File: src/rtl/csr_trap_if.sv
// Pipeline <-> CSR/trap unit bus.
//   master : execute-stage side (drives CSR access, mret, pc, stall; receives
//            read data and the redirect request)
//   slave  : csr_trap_unit side
interface csr_trap_if;
    logic        stall;
    logic        csr_reg_r;
    logic        csr_reg_wr;
    logic        is_mret;
    logic [11:0] csr_addr;
    logic [31:0] csr_wdata;
    logic [31:0] pc;
    logic [31:0] csr_rdata;
    logic        epc_taken;
    logic [31:0] epc;

    modport master (
        output stall,
        output csr_reg_r,
        output csr_reg_wr,
        output is_mret,
        output csr_addr,
        output csr_wdata,
        output pc,
        input  csr_rdata,
        input  epc_taken,
        input  epc
    );

    modport slave (
        input  stall,
        input  csr_reg_r,
        input  csr_reg_wr,
        input  is_mret,
        input  csr_addr,
        input  csr_wdata,
        input  pc,
        output csr_rdata,
        output epc_taken,
        output epc
    );
endinterface

File: src/rtl/csr_trap_unit.sv
// Machine-mode CSR file and trap responder.
// Executes CSRRW (old value returned combinationally on csr_rdata), samples the
// timer and external interrupts through a synchronizer, and raises a redirect
// (epc_taken/epc) for trap entry or MRET in the same cycle.
// Ports:
//   clk, rst          clock and asynchronous active-high reset
//   timer_intr        level timer interrupt, asynchronous to clk
//   ext_intr          level external interrupt, asynchronous to clk
//   bus (slave)       stall, csr_reg_r, csr_reg_wr, is_mret, csr_addr,
//                     csr_wdata, pc in; csr_rdata, epc_taken, epc out
module csr_trap_unit #(
    parameter logic [31:0] RESET_MTVEC = 32'h0000_0000,
    parameter int unsigned SYNC_STAGES = 2
) (
    input  logic        clk,
    input  logic        rst,
    input  logic        timer_intr,
    input  logic        ext_intr,
    csr_trap_if.slave   bus
);

    localparam logic [11:0] ADDR_MSTATUS = 12'h300;
    localparam logic [11:0] ADDR_MIE     = 12'h304;
    localparam logic [11:0] ADDR_MTVEC   = 12'h305;
    localparam logic [11:0] ADDR_MEPC    = 12'h341;
    localparam logic [11:0] ADDR_MCAUSE  = 12'h342;
    localparam logic [11:0] ADDR_MIP     = 12'h344;

    localparam logic [3:0]  CAUSE_TIMER  = 4'd7;
    localparam logic [3:0]  CAUSE_EXT    = 4'd11;
    localparam logic [1:0]  MODE_VECTOR  = 2'b01;

    // Architectural state
    logic        mstatus_mie;
    logic        mstatus_mpie;
    logic        mie_mtie;
    logic        mie_meie;
    logic [31:0] mtvec_q;
    logic [31:2] mepc_q;
    logic [31:0] mcause_q;

    // Interrupt synchronizers
    logic [SYNC_STAGES-1:0] timer_sync;
    logic [SYNC_STAGES-1:0] ext_sync;
    logic                   mip_mtip;
    logic                   mip_meip;

    // Combinational decode
    logic        pend_timer;
    logic        pend_ext;
    logic        trap_c;
    logic        mret_c;
    logic        wr_en;
    logic [3:0]  cause_c;
    logic [31:0] trap_base;
    logic [31:0] trap_target;
    logic [31:0] mstatus_val;
    logic [31:0] mie_val;
    logic [31:0] mip_val;
    logic [31:0] rd_val;

    // Double/triple-flop synchronizer on each asynchronous interrupt level
    always_ff @(posedge clk or posedge rst) begin
        if (rst) begin
            timer_sync <= '0;
            ext_sync   <= '0;
        end else begin
            timer_sync[0] <= timer_intr;
            ext_sync[0]   <= ext_intr;
            for (int i = 1; i < int'(SYNC_STAGES); i++) begin
                timer_sync[i] <= timer_sync[i-1];
                ext_sync[i]   <= ext_sync[i-1];
            end
        end
    end

    assign mip_mtip = timer_sync[SYNC_STAGES-1];
    assign mip_meip = ext_sync[SYNC_STAGES-1];

    // Packed views of the sparse CSRs
    assign mstatus_val = {24'd0, mstatus_mpie, 3'd0, mstatus_mie, 3'd0};
    assign mie_val     = {20'd0, mie_meie, 3'd0, mie_mtie, 7'd0};
    assign mip_val     = {20'd0, mip_meip, 3'd0, mip_mtip, 7'd0};

    // Trap / mret qualification; MRET pre-empts a pending interrupt
    assign pend_timer = mstatus_mie & mie_mtie & mip_mtip;
    assign pend_ext   = mstatus_mie & mie_meie & mip_meip;
    assign trap_c     = (pend_timer | pend_ext) & ~bus.stall & ~bus.is_mret;
    assign mret_c     = bus.is_mret & ~bus.stall;
    assign cause_c    = pend_ext ? CAUSE_EXT : CAUSE_TIMER;

    // A trapped instruction is flushed, so its CSR write must not land
    assign wr_en      = bus.csr_reg_wr & ~bus.stall & ~trap_c;

    // Vectored mode offsets the base by 4*cause
    assign trap_base   = {mtvec_q[31:2], 2'b00};
    assign trap_target = (mtvec_q[1:0] == MODE_VECTOR)
                       ? trap_base + {26'd0, cause_c, 2'b00}
                       : trap_base;

    // CSR read mux (pre-write value)
    always_comb begin
        rd_val = 32'd0;
        unique case (bus.csr_addr)
            ADDR_MSTATUS: rd_val = mstatus_val;
            ADDR_MIE:     rd_val = mie_val;
            ADDR_MTVEC:   rd_val = mtvec_q;
            ADDR_MEPC:    rd_val = {mepc_q, 2'b00};
            ADDR_MCAUSE:  rd_val = mcause_q;
            ADDR_MIP:     rd_val = mip_val;
            default:      rd_val = 32'd0;
        endcase
    end

    // Outputs are gated by rst so a reset mid-trap drops them immediately
    always_comb begin
        bus.csr_rdata = 32'd0;
        bus.epc_taken = 1'b0;
        bus.epc       = 32'd0;
        if (!rst) begin
            if (bus.csr_reg_r) begin
                bus.csr_rdata = rd_val;
            end
            if (trap_c) begin
                bus.epc_taken = 1'b1;
                bus.epc       = trap_target;
            end else if (mret_c) begin
                bus.epc_taken = 1'b1;
                bus.epc       = {mepc_q, 2'b00};
            end
        end
    end

    // CSR state: software writes first, then trap/mret side effects
    always_ff @(posedge clk or posedge rst) begin
        if (rst) begin
            mstatus_mie  <= 1'b0;
            mstatus_mpie <= 1'b0;
            mie_mtie     <= 1'b0;
            mie_meie     <= 1'b0;
            mtvec_q      <= RESET_MTVEC;
            mepc_q       <= 30'd0;
            mcause_q     <= 32'd0;
        end else begin
            if (wr_en) begin
                unique case (bus.csr_addr)
                    ADDR_MSTATUS: begin
                        mstatus_mie  <= bus.csr_wdata[3];
                        mstatus_mpie <= bus.csr_wdata[7];
                    end
                    ADDR_MIE: begin
                        mie_mtie <= bus.csr_wdata[7];
                        mie_meie <= bus.csr_wdata[11];
                    end
                    ADDR_MTVEC:  mtvec_q  <= bus.csr_wdata;
                    ADDR_MEPC:   mepc_q   <= bus.csr_wdata[31:2];
                    ADDR_MCAUSE: mcause_q <= bus.csr_wdata;
                    default: ;
                endcase
            end
            if (trap_c) begin
                mepc_q       <= bus.pc[31:2];
                mcause_q     <= {1'b1, 27'd0, cause_c};
                mstatus_mpie <= mstatus_mie;
                mstatus_mie  <= 1'b0;
            end
            // Takes precedence over any same-cycle mstatus write
            if (mret_c) begin
                mstatus_mie  <= mstatus_mpie;
                mstatus_mpie <= 1'b1;
            end
        end
    end

    // Bits that are architecturally ignored
    logic unused_bits;
    assign unused_bits = ^{bus.pc[1:0], bus.csr_wdata[1:0]};

endmodule

File: src/flat_wrapper.sv
// flat-port wrapper written by rule: the top's interface ports become plain ports
module csr_trap_unit_flat 
#(
    parameter logic [31:0] RESET_MTVEC = 32'h0000_0000,
    parameter int unsigned SYNC_STAGES = 2
)
  (clk, rst, timer_intr, ext_intr, bus_stall, bus_csr_reg_r, bus_csr_reg_wr, bus_is_mret, bus_csr_addr, bus_csr_wdata, bus_pc, bus_csr_rdata, bus_epc_taken, bus_epc);
  csr_trap_if bus_i ();
  input  logic clk;
  input  logic rst;
  input  logic timer_intr;
  input  logic ext_intr;
  input wire logic [$bits(bus_i.stall)-1:0] bus_stall;
  input wire logic [$bits(bus_i.csr_reg_r)-1:0] bus_csr_reg_r;
  input wire logic [$bits(bus_i.csr_reg_wr)-1:0] bus_csr_reg_wr;
  input wire logic [$bits(bus_i.is_mret)-1:0] bus_is_mret;
  input wire logic [$bits(bus_i.csr_addr)-1:0] bus_csr_addr;
  input wire logic [$bits(bus_i.csr_wdata)-1:0] bus_csr_wdata;
  input wire logic [$bits(bus_i.pc)-1:0] bus_pc;
  output wire logic [$bits(bus_i.csr_rdata)-1:0] bus_csr_rdata;
  output wire logic [$bits(bus_i.epc_taken)-1:0] bus_epc_taken;
  output wire logic [$bits(bus_i.epc)-1:0] bus_epc;
  assign bus_i.stall = bus_stall;
  assign bus_i.csr_reg_r = bus_csr_reg_r;
  assign bus_i.csr_reg_wr = bus_csr_reg_wr;
  assign bus_i.is_mret = bus_is_mret;
  assign bus_i.csr_addr = bus_csr_addr;
  assign bus_i.csr_wdata = bus_csr_wdata;
  assign bus_i.pc = bus_pc;
  assign bus_csr_rdata = bus_i.csr_rdata;
  assign bus_epc_taken = bus_i.epc_taken;
  assign bus_epc = bus_i.epc;
  csr_trap_unit #(.RESET_MTVEC(RESET_MTVEC), .SYNC_STAGES(SYNC_STAGES)) u_core (.clk(clk), .rst(rst), .timer_intr(timer_intr), .ext_intr(ext_intr), .bus(bus_i));
endmodule
File: config.mk
export PLATFORM = sky130hd
export DESIGN_NAME = csr_trap_unit_flat
export DESIGN_NICKNAME = d
export VERILOG_FILES = /design/src/rtl/csr_trap_if.sv /design/src/rtl/csr_trap_unit.sv /design/src/flat_wrapper.sv
export SDC_FILE = /design/constraint.sdc
export NUM_CORES = 1
export LEC_CHECK = 0
export ABC_AREA = 1
export CAP_MARGIN = 20
export CORE_AREA = 3 3 124 126
export DETAILED_ROUTE_END_ITERATION = 10
export DIE_AREA = 0 0 127 129
export PLACE_DENSITY = 0.77
export SLEW_MARGIN = 40
export SYNTH_ARGS = -nofsm -noshare
export SYNTH_HDL_FRONTEND = slang
export SYNTH_SLANG_ARGS = --single-unit
File: constraint.sdc
create_clock -name clk -period 4.7 [get_ports clk]
set_clock_uncertainty 0.05 [all_clocks]
set_input_delay 0.47 -clock clk [delete_from_list [all_inputs] [get_ports clk]]
set_output_delay 0.47 -clock clk [all_outputs]
set_load 0.02 [all_outputs]
Yosys cells after proc, flatten, opt, wreduce, memory -nomap -nowiden. Cells that the tools add are included.

Flip-flop bits (word level): 102. Bits of input ports: 84. Output and inout port bits: 65. Word-level logic and storage cells: 65.

Add/sub/neg operators: 1. Eq/ne operators: 7. Mux-type cells: 25. Bitwise gates (word level): 13. Reduce and logical (&&, ||, !) cells: 10.

Operators with widths (count): $mux W32 (9); $pmux W32 S6 (1); $mux W30 (3); $eq A12 B10 Y1 const B (6); $add A32 B6 Y32 (1); $mux W1 (11); $reduce_and A2 Y1 (5); $and A1 B1 Y1 (9); $reduce_bool A2 Y1 (3); $reduce_bool A3 Y1 (2); $mux W4 (1); $not A1 Y1 (3); $eq A2 B1 Y1 const B (1); $or A1 B1 Y1 (1).

Depth between registers and ports, before layout.
Depth in word-level cells: 10. Mapped depth: 14. Mapped depth without buffers: 14.

Worst setup path before layout. Ideal clock, no wire load.

Path type: in2out. Start point: input port rst. End point: output port bus_epc[10]. Arrival time: 4.162 ns. Data required time: 4.180 ns. Slack: 0.018 ns. Stages: 4. Path buffers: 1. Cells stage by stage: inv_1 > clkbuf_1 > nand3_1 > inv_1.

Cells in the longest elaborated chain, start to end: 1.

Ends and longest elaborated chain: from (decl) (line flat_wrapper.sv:10) `input logic rst;`; $mux W32 (line csr_trap_unit.sv:120) `if (!rst) begin`; to (decl) (line flat_wrapper.sv:22) `output wire logic [$bits(bus_i.epc)-1:0] bus_epc;`.

Every way passes these cells.

Worst setup path in the final report.
Start point: register u_core.ext_sync[1]. End point: output port bus_epc[29].

Cells in the longest elaborated chain, start to end: 6. Elaborated cells between the ends (all ways): 9. Classes of those cells: add/sub: 1; mux: 4; bitwise: 4.

Ends and longest elaborated chain: from (decl) (line csr_trap_unit.sv:44) `logic [SYNC_STAGES-1:0] ext_sync;`; from (signal, indexed assignment) (line csr_trap_unit.sv:72) `ext_sync[i] <= ext_sync[i-1];`; $and A1 B1 Y1 * (line csr_trap_unit.sv:87) `assign pend_ext = mstatus_mie & mie_meie & mip_meip;`; $mux W4 / $or A1 B1 Y1 (equally long branches) (line csr_trap_unit.sv:90, csr_trap_unit.sv:88); $add A32 B6 Y32 / $and A1 B1 Y1 (equally long branches) (line csr_trap_unit.sv:98, csr_trap_unit.sv:88); $mux W32 / $and A1 B1 Y1 (equally long branches) (line csr_trap_unit.sv:98, csr_trap_unit.sv:88); $mux W32 * (line csr_trap_unit.sv:124) `if (trap_c) begin`; $mux W32 * (line csr_trap_unit.sv:120).

Every way passes the cells marked *; elsewhere a longest branch is shown, timed or not.

==> impl_metrics.json <==
{
  "routed-wl-met2_um": 10300,
  "cts_buffers": 9,
  "postCtsResizedCells": 0,
  "worst-path-buf-inv": 4,
  "die_area_mm2": 0.0164,
  "ir_worst_vdd_mv": 0.242,
  "clockRootBuffer": "clkbuf_16",
  "clockBufferDepth": 2,
  "antenna_found_initial": 0,
  "initial_core_util_pct": 46.8,
  "ys_warn_count": 0,
  "placed_area_mm2": 0.00838,
  "worstSetupPathType": "register to output port",
  "netlist_instances": 1069,
  "worst-path-max-fanout": 10,
  "die_h_um": 129,
  "slowest_delay_ns": 0.59,
  "place_inst": 1365,
  "viasPerCell": 5.33,
  "postSynthAreaPerCell_um2": 6.32,
  "grt_max_degree": 74,
  "gp_congestion": 0.968,
  "dp.final_hpwl_um": 15100,
  "io_pins": 149,
  "tightest_slew_ns": 0.812,
  "hold_class": "register to register",
  "insertion_delay_ns": 0.36,
  "relSlewSlack_pct": 45.9,
  "drc": 0,
  "final_cell_area_mm2": 0.00870,
  "met3_length_um": 1810,
  "crit_family": "simple AND/OR/NAND/NOR gates",
  "die_w_um": 127,
  "grt_pass1_wl_um": 34900,
  "post-cts-setup-buffers": 0,
  "h-tree-depth": 3,
  "nNetsFinal": 1279,
  "dr_total_vias": 7361,
  "ys_seq_area_share_pct": 37.8,
  "power.leakage_nw": 4.41,
  "ctsHoldBuffers": 0,
  "rows": 44,
  "path_clk_slew_ns": 0.07,
  "clkSinkCount": 102,
  "final_cells": 1381,
  "grt_pass1_vias": 6960,
  "ant_nets": 0,
  "layout-drive-gt1-share_pct": 4.85,
  "overflow": 0,
  "synth-seq-cells": 102,
  "crit_path_top_delay_cell": "clkdlybuf4s50_1",
  "cp-start-kind": "register",
  "hold_violations": 0,
  "antenna_cells": 0,
  "min_period_ns": 4.02,
  "fin_setup_tns_ns": 0,
  "p_total_mw": 2.38,
  "path_cells": "nand3_1 -> inv_1 -> ha_1 -> nand2_1 -> inv_1 -> nand3_1 -> nand3_1 -> nand3_1 -> nor2_1 -> nand3_1 -> nand3_1 -> nand2_1 -> inv_1 -> clkdlybuf4s50_1",
  "setup_violations": 0,
  "drt_iter0_drc": 693,
  "fin_crit_sh_pct": 85.6,
  "ys_types": 30,
  "area_growth_syn_to_layout_pct": 28.8,
  "top_layer": "met4",
  "drv_cap": 0,
  "fin_util_pct": 60.3,
  "cts_tree": "built",
  "syn_area_mm2": 0.00675,
  "drt_wl_total_um": 21600,
  "firstDrtPassIters": 6,
  "grt.total_usage_pct": 26.5,
  "setup.worst_path.end_class": "output port",
  "wl_per_cell_um": 15.7,
  "rsz0062_at_grt": "false",
  "crit_top_cell": "nand3_1",
  "slew_violations": 0,
  "status": "finished clean",
  "core_area_mm2": 0.0144,
  "cp.arrival_ns": 3.50,
  "cp.required_ns": 4.18,
  "p_per_area_mw_per_mm2": 273,
  "io_buffers": 144,
  "max_freq_mhz": 248,
  "met1_length_um": 9220
}
-- area by class of cell --
| type | instances | area [µm²] |
|---|---|---|
| Fill cell | 1383 | 5730 |
| Multi-Input combinational cell | 757 | 3400 |
| Sequential cell | 102 | 2550 |
| Timing Repair Buffer | 163 | 1600 |
| Inverter | 159 | 602 |
| Clock buffer | 13 | 280 |
| Tap cell | 184 | 230 |
| Clock inverter | 3 | 40.0 |
-- final timing paths --
check / start / end / slack, ns / cells after the start
max in group asynchronous: rst / u_core.mepc_q[30]$_DFFE_PP0P_ / 3.12 / 5
min in group asynchronous: rst / u_core.mtvec_q[7]$_DFFE_PP0P_ / 0.52 / 3
max: u_core.ext_sync[1]$_DFF_PP0_ / bus_epc[29] / 0.68 / 14
min: u_core.ext_sync[0]$_DFF_PP0_ / u_core.ext_sync[1]$_DFF_PP0_ / 0.31 / 0
min reg2reg: u_core.ext_sync[0]$_DFF_PP0_ / u_core.ext_sync[1]$_DFF_PP0_ / 0.31 / 0
max reg2reg: u_core.ext_sync[1]$_DFF_PP0_ / u_core.mtvec_q[13]$_DFFE_PP0P_ / 1.68 / 8
-- cells by family after synthesis --
logic type / count (synthesis) / synth area share (%)
AND/OR/NAND/NOR: 577 / 35.2
buffers and inverters: 211 / 12.3
AO/OA/AOI/OAI: 174 / 14.0
flip-flops: 102 / 37.8
adder cells (fa/ha/maj): 3 / 0.556
XOR/XNOR: 1 / 0.130
other: 1 / 0.0555
-- placed cells by master, fill, tap and decap left out, types with 18 or more instances in the layout --
master,netlist,routed
nand2_1,274,274
buf_4,2,18
o22ai_1,28,28
o21ai_1,20,19
nor2_1,178,176
a21oi_1,63,63
nand3_1,93,92
inv_1,158,157
clkdlybuf4s50_1,0,144
dfrtp_1,102,102
o21ai_0,50,50
-- through the flow --
stage	hold slack [ns]	worst slack [ns]
2_1_floorplan	0.281	1.77
3_3_place_gp	0.283	0.924
3_5_place_dp	0.287	0.925
4_1_cts	0.304	0.730
5_1_grt	0.313	0.389
6_report	0.308	0.675
-- routing by layer --
layer / up-vias / track usage, %
li1: 3620 / -
met1: 3398 / 35.8
met2: 319 / 43.6
met3: 24 / 5.65
met4: 0 / 7.13
met5: - / 0
-- power breakdown --
group / switching [mW] / total [mW] / leakage, nW / internal (mW)
Clock: 0.334 / 0.804 / 0.162 / 0.470
Combinational: 0.276 / 0.487 / 3.09 / 0.212
Sequential: 0.0720 / 1.09 / 1.16 / 1.01
Total: 0.682 / 2.38 / 4.41 / 1.70
-- cells in the mapped netlist (all sizes together) --
cell | n | area [µm²]
dfrtp | 102 | 2550
nand3 | 96 | 495
xnor2 | 1 | 8.76
conb | 1 | 3.75
nand4 | 10 | 62.6
nand2 | 274 | 1030
nor2 | 182 | 693
inv | 159 | 597
a31oi | 3 | 18.8
clkbuf | 30 | 113
nor4 | 2 | 12.5
a22oi | 1 | 7.51
o211ai | 1 | 7.51
and2 | 1 | 6.26
nor3 | 12 | 76.3
buf | 22 | 120
o21ai | 70 | 350
ha | 3 | 37.5
a21oi | 71 | 385
o22ai | 28 | 175
-- sequential cells by signal, summed over array words and instances (netlist names) --
name,count
u_core.timer_sync,2
u_core.ext_sync,2
u_core.mstatus_mie,1
u_core.mie_meie,1
u_core.mtvec_q,32
u_core.mie_mtie,1
u_core.mstatus_mpie,1
u_core.mepc_q,30
u_core.mcause_q,32
No activity file was read; power rests on OpenSTA's default activity.
